**config.mk**
```make
export PLATFORM = sky130hd
export DESIGN_NAME = mux_rr_n_flat
export DESIGN_NICKNAME = d
export VERILOG_FILES = /design/src/rtl/mux_rr_n_pkg.sv /design/src/rtl/mux_rr_n_if.sv /design/src/rtl/mux_rr_n_rr_pick.sv /design/src/rtl/mux_rr_n.sv /design/src/flat_wrapper.sv
export SDC_FILE = /design/constraint.sdc
export NUM_CORES = 1
export LEC_CHECK = 0
export CAP_MARGIN = 40
export CORE_MARGIN = 1
export CORE_UTILIZATION = 31
export DETAILED_ROUTE_END_ITERATION = 10
export PLACE_DENSITY = 0.85
export REMOVE_ABC_BUFFERS = 1
export SKIP_CTS_REPAIR_TIMING = 1
export SLEW_MARGIN = 15
export SYNTH_ARGS = -nofsm -noshare
export SYNTH_HDL_FRONTEND = slang
export SYNTH_SLANG_ARGS = --single-unit
```
**constraint.sdc**
```tcl
create_clock -name clk -period 1.2 [get_ports clk]
set_input_delay 0.24 -clock clk [delete_from_list [all_inputs] [get_ports clk]]
set_output_delay 0.24 -clock clk [all_outputs]
set_load 0.02 [all_outputs]
```
**src/rtl/mux_rr_n_pkg.sv**
```systemverilog
// Shared definitions for the mux_rr_n channel multiplexer: mode encodings and
// the wrap-around index increment used by the round-robin pointer.
package mux_pkg;

    localparam logic MODE_SEL = 1'b0;
    localparam logic MODE_RR  = 1'b1;

    function automatic int next_idx(input int idx, input int n);
        return (idx + 1 >= n) ? 0 : idx + 1;
    endfunction

endpackage

```
**src/rtl/mux_rr_n_if.sv**
```systemverilog
// Handshake bundle between N upstream channels, the mux and one downstream
// consumer; the slave modport is the mux side.
interface mux_rr_n_if #(
    parameter int W  = 4,
    parameter int N  = 4,
    parameter int SW = $clog2(N)
);

    logic [N*W-1:0] data_in;
    logic [N-1:0]   valid_in;
    logic [N-1:0]   ready_in;
    logic [SW-1:0]  S;
    logic           mode;
    logic [W-1:0]   Q;
    logic           valid_out;
    logic           ready_out;
    logic [SW-1:0]  sel_out;

    modport master (
        output data_in, valid_in, S, mode, ready_out,
        input  ready_in, Q, valid_out, sel_out
    );

    modport slave (
        input  data_in, valid_in, S, mode, ready_out,
        output ready_in, Q, valid_out, sel_out
    );

endinterface

```
**src/rtl/mux_rr_n_rr_pick.sv**
```systemverilog
// Rotating-priority finder: returns the first valid channel scanning from
// ptr_i upward with wrap, plus a flag telling whether any channel was valid.
module rr_pick #(
    parameter int N  = 4,
    parameter int SW = $clog2(N)
) (
    input  logic [N-1:0]  valid_i,
    input  logic [SW-1:0] ptr_i,
    output logic          found_o,
    output logic [SW-1:0] idx_o
);

    int            cand;
    logic [SW-1:0] candIdx;

    always_comb begin
        found_o = 1'b0;
        idx_o   = '0;
        cand    = 0;
        candIdx = '0;
        for (int k = 0; k < N; k++) begin
            cand = int'(ptr_i) + k;
            if (cand >= N) cand = cand - N;
            candIdx = SW'(cand);
            if (!found_o && valid_i[candIdx]) begin
                found_o = 1'b1;
                idx_o   = candIdx;
            end
        end
    end

endmodule

```
**src/rtl/mux_rr_n.sv**
```systemverilog
// N-channel registered mux with valid/ready on both sides and back-pressure.
// Define MUX_RR_MODE_EN to add round-robin auto-select (mode = 1) and its pointer.
module mux_rr_n
    import mux_pkg::*;
#(
    parameter  int W  = 4,
    parameter  int N  = 4,
    localparam int SW = $clog2(N)
) (
    input logic        clk,
    input logic        Reset_L,
    mux_rr_n_if.slave  bus
);

    logic          load;
    logic          selOk;
    logic          grantOk;
    logic [SW-1:0] gIdx;
    logic          xfer;
    logic [N-1:0]  readyIn;
    logic [W-1:0]  curData;

    logic [W-1:0]  q_q,     q_d;
    logic          valid_q, valid_d;
    logic [SW-1:0] sel_q,   sel_d;

    // Explicit select is only a grant when it names an existing channel.
    assign selOk = (32'(bus.S) < N);

`ifdef MUX_RR_MODE_EN
    logic          rrFound;
    logic [SW-1:0] rrIdx;
    logic [SW-1:0] ptr_q, ptr_d;

    rr_pick #(.N(N), .SW(SW)) uPick (
        .valid_i (bus.valid_in),
        .ptr_i   (ptr_q),
        .found_o (rrFound),
        .idx_o   (rrIdx)
    );

    always_comb begin
        grantOk = selOk;
        gIdx    = bus.S;
        if (bus.mode == MODE_RR) begin
            grantOk = rrFound;
            gIdx    = rrIdx;
        end
    end

    // The pointer only advances on round-robin transfers, so explicit mode leaves it parked.
    always_comb begin
        ptr_d = ptr_q;
        if (xfer && bus.mode == MODE_RR) ptr_d = SW'(next_idx(int'(gIdx), N));
    end

    always_ff @(posedge clk or negedge Reset_L) begin
        if (!Reset_L) ptr_q <= '0;
        else          ptr_q <= ptr_d;
    end
`else
    logic unusedMode;
    assign unusedMode = bus.mode;
    assign grantOk    = selOk;
    assign gIdx       = bus.S;
`endif

    assign load    = !valid_q || bus.ready_out;
    assign xfer    = Reset_L && load && grantOk && bus.valid_in[gIdx];
    assign curData = bus.data_in[int'(gIdx)*W +: W];

    always_comb begin
        readyIn = '0;
        if (Reset_L && load && grantOk) readyIn[gIdx] = 1'b1;
    end

    // A free output stage either takes the new word or drops valid; Q/sel keep the last word.
    always_comb begin
        q_d     = q_q;
        valid_d = valid_q;
        sel_d   = sel_q;
        if (load) begin
            valid_d = xfer;
            if (xfer) begin
                q_d   = curData;
                sel_d = gIdx;
            end
        end
    end

    always_ff @(posedge clk or negedge Reset_L) begin
        if (!Reset_L) begin
            q_q     <= '0;
            valid_q <= 1'b0;
            sel_q   <= '0;
        end else begin
            q_q     <= q_d;
            valid_q <= valid_d;
            sel_q   <= sel_d;
        end
    end

    assign bus.ready_in  = readyIn;
    assign bus.Q         = q_q;
    assign bus.valid_out = valid_q;
    assign bus.sel_out   = sel_q;

endmodule

```
**src/flat_wrapper.sv**
```systemverilog
// flat-port wrapper written by rule: the top's interface ports become plain ports
module mux_rr_n_flat import mux_pkg::*;
#(
    parameter  int W  = 4,
    parameter  int N  = 4,
    localparam int SW = $clog2(N)
)
  (clk, Reset_L, bus_data_in, bus_valid_in, bus_S, bus_mode, bus_ready_out, bus_ready_in, bus_Q, bus_valid_out, bus_sel_out);
  mux_rr_n_if #(.W(W), .N(N)) bus_i ();
  input logic clk;
  input logic Reset_L;
  input wire logic [$bits(bus_i.data_in)-1:0] bus_data_in;
  input wire logic [$bits(bus_i.valid_in)-1:0] bus_valid_in;
  input wire logic [$bits(bus_i.S)-1:0] bus_S;
  input wire logic [$bits(bus_i.mode)-1:0] bus_mode;
  input wire logic [$bits(bus_i.ready_out)-1:0] bus_ready_out;
  output wire logic [$bits(bus_i.ready_in)-1:0] bus_ready_in;
  output wire logic [$bits(bus_i.Q)-1:0] bus_Q;
  output wire logic [$bits(bus_i.valid_out)-1:0] bus_valid_out;
  output wire logic [$bits(bus_i.sel_out)-1:0] bus_sel_out;
  assign bus_i.data_in = bus_data_in;
  assign bus_i.valid_in = bus_valid_in;
  assign bus_i.S = bus_S;
  assign bus_i.mode = bus_mode;
  assign bus_i.ready_out = bus_ready_out;
  assign bus_ready_in = bus_i.ready_in;
  assign bus_Q = bus_i.Q;
  assign bus_valid_out = bus_i.valid_out;
  assign bus_sel_out = bus_i.sel_out;
  mux_rr_n #(.W(W), .N(N)) u_core (.clk(clk), .Reset_L(Reset_L), .bus(bus_i));
endmodule
```
---- After elaboration in Yosys (flattened, before gate mapping) ----
Index checks and enable logic that the tools add are counted.
Widths: inputs -> output; s select.
word-level totals
  register bits ........................... 7
  output and inout port bits .............. 11
  logic and storage cells ................. 17
  input port bits ......................... 26
operators by class
  reductions and logical operators ........ 6
  magnitude comparators ................... 2
  muxes and demuxes ....................... 5
  shifts and indexed selects .............. 1
operator list
  operator            count
  $shiftx 16x5->4     1
  $mux 4              1
  $logic_and 1x1->1   3
  $lt 2x3->1 const B  1
  $bmux 1 s2          1
  $demux 1 s2         1
  $ge 2x1->1 const B  1
  $mux 1              2
  $reduce_and 2->1    1
  $logic_not 1->1     1
  $logic_or 1x1->1    1

---- Depth between registers and ports, before layout ----
  depth after elaboration ................. 5
  gate-level depth with buffers ........... 4
  mapped depth without buffers ............ 3

---- Worst setup path after synthesis ----
Ideal clock, no wire load.
  path kind ............................... in2reg
  start point ............................. input port bus_S[0]
  end point ............................... register u_core.q_q[0] (netlist: u_core.bus.Q[0])
  data arrival time ....................... 1.320 ns
  path buffers ............................ 1
  setup time .............................. 0.125 ns
  path slack .............................. -0.244 ns
  required time ........................... 1.075 ns
  stages on the path ...................... 4
  path through ............................ buf_6 -> mux4_2 -> nand3_2 -> mux2_2
on the way
  longest elaborated chain between the ends .. 4
ends and longest elaborated chain
  what                          RTL line            text
  start, declared               flat_wrapper.sv:14  input wire logic [$bits(bus_i.S)-1:0] bus_S;
  $bmux 1 s2                    mux_rr_n.sv:69      assign xfer = Reset_L && load && grantOk && bus.valid_in[gIdx];
  $mux 1 (not written as such)  mux_rr_n.sv:69
  $logic_and 1x1->1             mux_rr_n.sv:69
  $reduce_and 2->1 (no line)    --
  end signal, assigned          mux_rr_n.sv:97      q_q <= q_d;
  end, declared                 mux_rr_n.sv:23      logic [W-1:0] q_q, q_d;
Several ways; a longest one is shown, not always the timed one. The select of a mux whose other input is x is not followed.
A chain may end at the register's enable or synchronous reset.

---- Worst setup path after layout ----
  start point ............................. register u_core.valid_q (netlist: u_core.bus.valid_out)
  end point ............................... output port bus_ready_in[0]
on the way
  longest elaborated chain between the ends .. 4
ends and longest elaborated chain
  what                    RTL line            text
  start, declared         mux_rr_n.sv:24      logic valid_q, valid_d;
  start signal, assigned  mux_rr_n.sv:98      valid_q <= valid_d;
  $logic_not 1->1         mux_rr_n.sv:68      assign load = !valid_q || bus.ready_out;
  $logic_or 1x1->1        mux_rr_n.sv:68
  $logic_and 1x1->1       mux_rr_n.sv:74      if (Reset_L && load && grantOk) readyIn[gIdx] = 1'b1;
  $mux 4                  mux_rr_n.sv:74
  end, declared           flat_wrapper.sv:17  output wire logic [$bits(bus_i.ready_in)-1:0] bus_ready_in;
Every way passes these cells.

==> summary.md <==
| Metric | Value |
|---|---|
| Post-synth top area cell | dfrtp_1 |
| Io pins | 37 |
| Final hold violation count | 0 |
| Max rail drop VDD | 0.8982 mV |
| Die Ht | 41.01 µm |
| Clk buf depth | 2 |
| Worst Hold Margin | 0.09266 ns |
| Largest net degree at the start of global routing | 11 |
| Avg Cell Area, Syn | 13.87 µm² |
| Die width | 41.01 µm |
| Worst path max stage delay | 0.41 ns |
| Top cells by area, synth | dfrtp_1 37%, mux4_1 22%, mux2_2 17% |
| R2R cell count | 4 |
| Max-Cap Viols | 0 |
| Critical path class | reg -> out |
| Slew Limit Fails | 0 |
| Final worst path period share | 120.8% |
| Xor and xnor fraction of the mapped netlist area | 0% |
| Nature of the critical path endpoint | output pin |
| H-tree Lvls | 1 |
| Startpoint types | flop |
| Syn-to-layout area delta | 117.5% |
| Post-route cell area | 0.001026 mm² |
| Mapped Cells | 34 |
| Worst slack at placement | -0.8087 ns |
| Slowest stage cell, crit path | dfrtp_1 |
| Leak | 0.5946 nW |
| Peak Freq | 690.0 MHz |
| Critical Path Fanout Max | 3 |
| Clock Latency Late Sink | 0.26 ns |
| Failing checks | negative setup slack |
| CTS root buf | clkbuf_4 |
| PortBufs | 35 |
| Residual DRC | 0 |
| WL final | 1589 µm |
| Synth warn | 0 |
| Simple logic cell fraction of the synthesized area | 10.88% |
| Via count | 480 |
| Flop2flop setup slack | -0.05 ns |
| Cts bufs inserted | 3 |
| Syn Std Cell Area | 471.7 µm² |
| Reg-to-reg endpoint | u_core.bus.Q[1] |
| Layout cell share with drive strength beyond 1 | 48.75% |
| Crit-path cells | nand2b_4, nand2_4, nor3_2, buf_4 |
| Worst hold path type | in -> async |
| Fin cells | 95 |
| Slew @ Worst Pin | 0.2435 ns |
| Setup TNS Final | -0.9700 ns |
| Yosys top cell area share | 37.14% |
| Post-DR vias/cell | 5.053 |
| Worst-path clk slew | 0.06 ns |
| Worst endpoint data arrival time | 1.21 ns |
| Min Tclk post-route | 1.449 ns |
| Total track usage | 19.27% |
| N_diodes | 0 |
| Commonest cells after routing, fill and taps aside | 19 x dlymetal6s2s_1, 11 x buf_4, 10 x clkdlybuf4s50_1, 7 x dfrtp_1 |
| CP required | 0.96 ns |
| Power per cell area | 1034 mW/mm² |
| Yosys cell types | 15 |
| Seq/Total Area, Yosys | 37.14% |
| Antenna violations before repair | 0 |
| Largest family of logic cells by synthesized area | multiplexers |
| Placed Instances | 90 |
| Pre-Repair DR Iteration Count | 2 |
| Synth Area in Compound Gates | 3.979% |
| Area after DPL | 884.6 µm² |
| Final Wtd Congestion | 0.6954 |
| Final ANT Viol Nets | 0 |
| Setup-failing EPs final | 9 |
| Yosys reg bits | 7 |
| Synth Area in Adders | 0% |
| RSZ-0062 raised after global routing | yes |
| First-pass GRT wire length | 2014 µm |
| Initial DRC Count | 3 |
| Vias in the first global route | 479 |
| Final clock skew | 0.004472 ns |
| Worst R2R Start | u_core.bus.valid_out |
| GR Overflow Total | 0 |
| Post-DP HPWL | 1060 µm |
| CTS tree | built |
| Detail-routed net length per standard cell | 16.73 µm |
| Commonest non-fill, non-tap cell in the layout | dlymetal6s2s_1 |
| PnR worst setup slack | -0.2493 ns |
| Die area | 0.001681 mm² |
| FP Rows | 13 |
| Core ar. | 0.001350 mm² |
| Clock sink count | 7 |
| Final net count | 107 |
| Starting Density | 34.94% |
| Multiplexer share of the synthesized area | 43.77% |
| Worst slew margin | 83.74% |
| Status | finished with violations |
## state kept, by name, summed over array words and instances (netlist names)
register              flops
u_core.bus.valid_out      1
u_core.bus.sel_out        2
u_core.bus.Q              4
## power breakdown
group	switching (mW)	internal, mW
Clock	0.0991	0.128
Sequential	0.0299	0.293
Combinational	0.207	0.304
## worst max-delay path by stage
stage	startpoint	endpoint
final	u_core.bus.valid_out	bus_ready_in[0]
after global routing	u_core.bus.valid_out	bus_ready_in[0]
after CTS	bus_S[0]	bus_ready_in[0]
after detailed placement	bus_S[0]	u_core.bus.Q[1]
after global placement	bus_S[0]	u_core.bus.Q[0]
after floorplan	u_core.bus.valid_out	bus_ready_in[0]
## metrics by stage
| stage | utilization, % | power [mW] |
|---|---|---|
| 2_1_floorplan | - | 0.5132 |
| 3_3_place_gp | 65.52 | 0.7655 |
| 3_5_place_dp | 65.52 | 0.7746 |
| 4_1_cts | 67.47 | 1.002 |
| 5_1_grt | 76.00 | 1.123 |
| 6_report | 76.00 | 1.061 |
## cells by family (layout without fill, tap and decap cells)
group | Yosys count | after routing
buf+inv | 3 | 49
mux | 12 | 12
compound gates | 2 | 2
flops | 7 | 7
simple gates | 10 | 10
## critical path: cells and delay by family, from the launching register on
kind	cells	cell delay (ns)
simple gates	3	0.39
flops	1	0.41
buf+inv	1	0.16
## routing by layer
layer / wire length, µm / track usage, % / part of all wire [%]
met1: 651 / 18.79 / 41
met2: 788 / 35.55 / 50
met3: 143 / 9.783 / 9.0
met4: 6 / 4.167 / 0.38
met5: 0 / 0 / 0
## area by class of cell
type                    instances  area, µm²
clock buffers                   4      26.28
fillers                       102      324.1
inverters                       1      3.754
multi-input cells              24      349.1
flip-flops and latches          7      175.2
well taps                      15      18.77
repair buffers                 44      452.9
## synthesized netlist by cell type
library cell,count
a22o_2,1
a31o_2,1
buf_2,1
mux2_2,7
inv_1,1
mux4_1,4
nor2_1,2
dfrtp_1,7
nand3_1,2
buf_6,1
nor3_1,2
nand2_1,2
nand2b_1,1
nand3_2,1
mux4_2,1
Note: power is estimated with default switching activity, not from simulation.
==> RTL change 1: new RTL, same flow settings <==
`W` is set to 4 in 3 places; all go to 6.
--- a/src/rtl/mux_rr_n_if.sv
+++ b/src/rtl/mux_rr_n_if.sv
@@ -2,5 +2,5 @@
 // consumer; the slave modport is the mux side.
 interface mux_rr_n_if #(
-    parameter int W  = 4,
+    parameter int W  = 6,
     parameter int N  = 4,
     parameter int SW = $clog2(N)
--- a/src/rtl/mux_rr_n.sv
+++ b/src/rtl/mux_rr_n.sv
@@ -4,5 +4,5 @@
     import mux_pkg::*;
 #(
-    parameter  int W  = 4,
+    parameter  int W  = 6,
     parameter  int N  = 4,
     localparam int SW = $clog2(N)
--- a/src/flat_wrapper.sv
+++ b/src/flat_wrapper.sv
@@ -2,5 +2,5 @@
 module mux_rr_n_flat import mux_pkg::*;
 #(
-    parameter  int W  = 4,
+    parameter  int W  = 6,
     parameter  int N  = 4,
     localparam int SW = $clog2(N)
Interface: changed (resized bus_Q and bus_data_in); port bits go from 37 to 47. The function was not compared with the original's and may differ.
==> RTL change 1 against the original RTL <==
  * The run still ends with setup timing left
  * Die area is 27% higher
  * Routed wire length is 16% higher
  * Final area is 25% higher
  * Via count is 28% higher
  * Global-route usage is 1.7 points lower
  * Setup slack better by 0.032 ns
  * Total power is 27% higher
  * Highest routed layer unchanged
  * Sequential cell count is 2 higher
  * Largest power group unchanged
  * Clock skew is 0.0095 ns higher
  * Combinational power is 30% higher
  * Synthesized area is 28% higher
  * First-iteration DRC count is 33% lower
==> RTL change 1: results (changes against the original RTL) <==
- Pin count of the biggest net entering global routing: 9 (-2)
- Post-synth cell types: 17 (+2)
- Violations in the final reports: setup timing
- Placer Congestion: 0.7249 (+4.2%)
- Flip-flop count of the largest register after layout: 6 (+2)
- Peak supply drop: 654.2 uV (-27%)
- 1st-pass router iterations: 4 (+2)
- PnR worst setup slack: -0.2169 ns (+0.03239 ns)
- Measured slew at the worst slew-check pin: 0.2427 ns (-0.0007465 ns)
- Post-route insts no fill: 125 (+32%)
- Clock transition at path regs: 0.08 ns (+0.02 ns)
- Result of the run: finished with violations
- Max Clock Skew: 0.01394 ns (+0.009469 ns)
- Average detailed-routed wire length per instance: 14.78 um (-12%)
- Fraction of layout cells with a size suffix above 1: 0.4500 (-0.03750)
- Number of global-route vias before repair: 646 (+35%)
- Global-route wire length before repair: 2580 um (+28%)
- Setup violators final: 12 (+3)
- Data arrival time of the worst path: 1.18 ns (-0.03 ns)
- Gate Count Post-Synth: 40 (+18%)
- Most area-consuming cells after synthesis: sky130_fd_sc_hd__dfrtp_1 37%, sky130_fd_sc_hd__mux4_2 22%, sky130_fd_sc_hd__mux2_4 17%
- Total global routing track utilization: 0.1753 (-0.01748)
- Ratio of routed vias to standard cells: 4.920 (-2.6%)
- TNS Setup: -1.384 ns (-0.4145 ns)
- Post-layout nets: 135 (+26%)
- Commonest cells post-synth: 9 x sky130_fd_sc_hd__dfrtp_1, 7 x sky130_fd_sc_hd__mux2_4, 6 x sky130_fd_sc_hd__mux4_2
- Leakage power summed over all cells: 0.0006629 uW (+11%)
- Placed wire-length estimate: 1361 um (+28%)
- Multiplexer fraction of the synthesized cell area: 0.4773 (+0.03961)
- Share of the synthesized area in compound gates (AO/OA/AOI/OAI): 0.02893 (-0.01086)
- Count of buffers inserted at the top-level ports: 45 (+29%)
- DRC marker count from the first detailed-route iteration: 2 (-1)
[RTL change 1: stage by stage]
step | hold WS (ns) | utilization | setup WS [ns] | instance area, sq um
floorplan | -0.05559 | - | -0.2567 | 594.3
detailed placement | 0.4993 | 0.6498 | -0.8552 | 1159
finish | 0.03031 | 0.7179 | -0.2169 | 1280
global route | 0.05410 | 0.7179 | -0.2763 | 1280
CTS | 0.3395 | 0.6646 | -0.8059 | 1185
global placement | 0.4961 | 0.6498 | -0.8356 | 1159
[RTL change 1: worst paths after layout]
kind                                      start               endpoint  slack [ns]  cells past startpoint
setup reg to reg           u_core.bus.valid_out  u_core.bus.sel_out[0]       -0.08                      4
min in group clk                  bus_ready_out   u_core.bus.valid_out        0.39                      4
hold / removal                          Reset_L   u_core.bus.valid_out        0.03                      2
hold reg to reg                 u_core.bus.Q[1]        u_core.bus.Q[1]        0.52                      1
setup / recovery           u_core.bus.valid_out        bus_ready_in[1]       -0.22                      4
max in group asynchronous               Reset_L        u_core.bus.Q[1]        1.02                      2
[RTL change 1: power by group]
part | switching (uW) | total [uW] | internal [uW]
sequential | 46.5 | 427 | 380
combinational | 258 | 666 | 407
clock | 130 | 259 | 129
[RTL change 1: layout make-up]
class                   count  area, sq um
fillers                   114        503.0
repair buffers             58        585.6
multi-input cells          28        407.9
flip-flops and latches      9        225.2
well taps                  25        31.28
clock buffers               4        26.28
inverters                   1        3.754
[RTL change 1: kinds of logic after synthesis]
| kind of cell | count (synthesis) |
|---|---|
| flip-flops | 9 |
| AND/OR/NAND/NOR | 10 |
| multiplexers | 16 |
| AO/OA/AOI/OAI | 2 |
| buffers and inverters | 3 |
[RTL change 1: metal layers]
| layer | vias up | part of all wire | GRT usage |
|---|---|---|---|
| met4 | 0 | 0.025 | 0.1000 |
| met2 | 42 | 0.52 | 0.3155 |
| li1 | 278 | - | - |
| met3 | 6 | 0.062 | 0.04706 |
| met5 | - | 0 | 0 |
| met1 | 289 | 0.39 | 0.1798 |
==> RTL change 2: new RTL, same flow settings <==
Made on the original files. `q_q` no longer has a reset.
--- a/src/rtl/mux_rr_n.sv
+++ b/src/rtl/mux_rr_n.sv
@@ -91,12 +91,14 @@
     always_ff @(posedge clk or negedge Reset_L) begin
         if (!Reset_L) begin
-            q_q     <= '0;
             valid_q <= 1'b0;
             sel_q   <= '0;
         end else begin
-            q_q     <= q_d;
             valid_q <= valid_d;
             sel_q   <= sel_d;
         end
+    end
+
+    always_ff @(posedge clk) begin
+        q_q <= q_d;
     end
 
Behaviour: differs if Reset_L is asserted again (counterexample within 4 cycles, from zero or initial values and one cycle with Reset_L low); with Reset_L held inactive, the same outputs for 10 cycles.
==> RTL change 2 against the original RTL <==
  * The flow still finishes with violations (setup timing)
  * Routed wire length down 13%
  * Clock skew hardly changed
  * Synthesized area decreased by 2.9%
  * Register-to-register slack improved by 0.06 ns
  * Non-clock buffer count decreased by 3
  * Sequential cell count is the same
  * Synthesized cell count decreased by 15%
  * Final area fell by 7.4%
  * Setup slack gained 0.022 ns
  * Count of clock-buffer cells in the layout unchanged
  * Utilization shrank 4.8 points
  * Total power shrank 21%
  * Critical path type unchanged
  * Critical endpoint is now bus_ready_in[1]
  * Highest routed layer unchanged
==> RTL change 2: results (changes against the original RTL) <==
- Result of the run: finished with violations
- Violations in the final reports: setup timing
- Placer Congestion: 0.6253 (-10%)
- Leakage power summed over all cells: 0.0004949 uW (-17%)
- Prevailing post-synth register cell: sky130_fd_sc_hd__edfxtp_1
- Fraction of layout cells with a size suffix above 1: 0.4028 (-0.08472)
- Global-route wire length before repair: 1780 um (-12%)
- Share of synthesized area occupied by flip-flops and latches: 0.4262 (+0.05488)
- Placed wire-length estimate: 1069 um (+0.80%)
- Net switching power: 229.2 uW (-32%)
- Multiplexer fraction of the synthesized cell area: 0.3607 (-0.07701)
- Post-layout nets: 99 (-7.5%)
- Total global routing track utilization: 0.1678 (-0.02493)
- Data arrival time of the worst path: 1.19 ns (-0.02 ns)
- DRC marker count from the first detailed-route iteration: 3 (unchanged)
- Commonest cells post-synth: 4 x sky130_fd_sc_hd__edfxtp_1, 4 x sky130_fd_sc_hd__mux4_1, 3 x sky130_fd_sc_hd__dfrtp_1
- Gate Count Post-Synth: 29 (-15%)
- Worst reg2reg path depth: 4 (unchanged)
- Async set-reset flop share out of synthesis: 0.4286 (-0.5714)
- PnR worst setup slack: -0.2272 ns (+0.02214 ns)
- Number of global-route vias before repair: 381 (-20%)
- Peak supply drop: 307.6 uV (-66%)
- Final routed wirelength across all metal layers: 1387 um (-13%)
- Placed cell count: 83 (-7.8%)
- Max Clock Skew: 0.004319 ns (-0.0001535 ns)
- Setup violators final: 4 (-5)
- Pin count of the biggest net entering global routing: 8 (-3)
- Routed vias: 429 (-11%)
- 1st-pass router iterations: 4 (+2)
- Number of synthesized flops with an enable pin: 4 (+4)
- Post-synth cell types: 18 (+3)
- Most area-consuming cells after synthesis: sky130_fd_sc_hd__edfxtp_1 26%, sky130_fd_sc_hd__mux4_1 23%, sky130_fd_sc_hd__dfrtp_1 16%
[RTL change 2: kinds of logic after synthesis]
kind of cell	Yosys count
and+or+nand+nor	9
muxes	8
DFF	7
buffers and inverters	3
AOI/OAI and AO/OA	2
[RTL change 2: path summary, 6_finish.rpt]
path | startpoint | end | slack (ns)
min in group clk | bus_S[0] | u_core.bus.sel_out[0] | 0.27
worst max-delay path | u_core.bus.valid_out | bus_ready_in[1] | -0.23
worst min register to register | u_core.bus.sel_out[1] | u_core.bus.sel_out[1] | 0.53
max in group asynchronous | Reset_L | u_core.bus.sel_out[1] | 1.03
worst max register to register | u_core.bus.valid_out | u_core.bus.sel_out[0] | 0.01
worst min-delay path | Reset_L | u_core.bus.sel_out[0] | 0.06
[RTL change 2: layout make-up]
type	count	area, sq um
timing repair buffer	41	424.2
tap	15	18.77
inverter	1	3.754
multi-input combinational	19	281.5
clock buffer	4	26.28
fill	96	384.1
sequential	7	195.2
[RTL change 2: routing by layer]
metal,global-route usage,part of all wire,vias up
met5,0,0,-
met4,0.05000,0.0072,0
met3,0.02222,0.087,2
met2,0.3016,0.53,24
met1,0.2041,0.38,196
li1,-,-,207
[RTL change 2: power by group through the flow]
stage,clock network [uW],logic [uW],registers (uW)
floorplan,0,85.9,338
global placement,0,301,302
detailed placement,0,307,303
CTS,218,308,299
global route,235,339,306
finish,216,320,302
[RTL change 2: worst max-delay path: stages, from the launching register on]
cell and delay, ns:
sky130_fd_sc_hd__dfrtp_1 0.41, sky130_fd_sc_hd__nand2b_4 0.12, sky130_fd_sc_hd__nand2_4 0.07, sky130_fd_sc_hd__nor3b_2 0.18
sky130_fd_sc_hd__buf_4 0.16
[RTL change 2: per-stage QoR]
stage                     worst slack [ns]  setup TNS [ns]  utilization  cell area (sq um)
after CTS                          -0.8491          -9.426       0.6614              882.1
final                              -0.2272         -0.7397       0.7120              949.7
after global routing               -0.2690         -0.9983       0.7120              949.7
after detailed placement           -0.8250          -10.70       0.6417              855.8
after floorplan                    -0.3140         -0.8826            -              441.7
after global placement             -0.7983          -10.29       0.6417              855.8
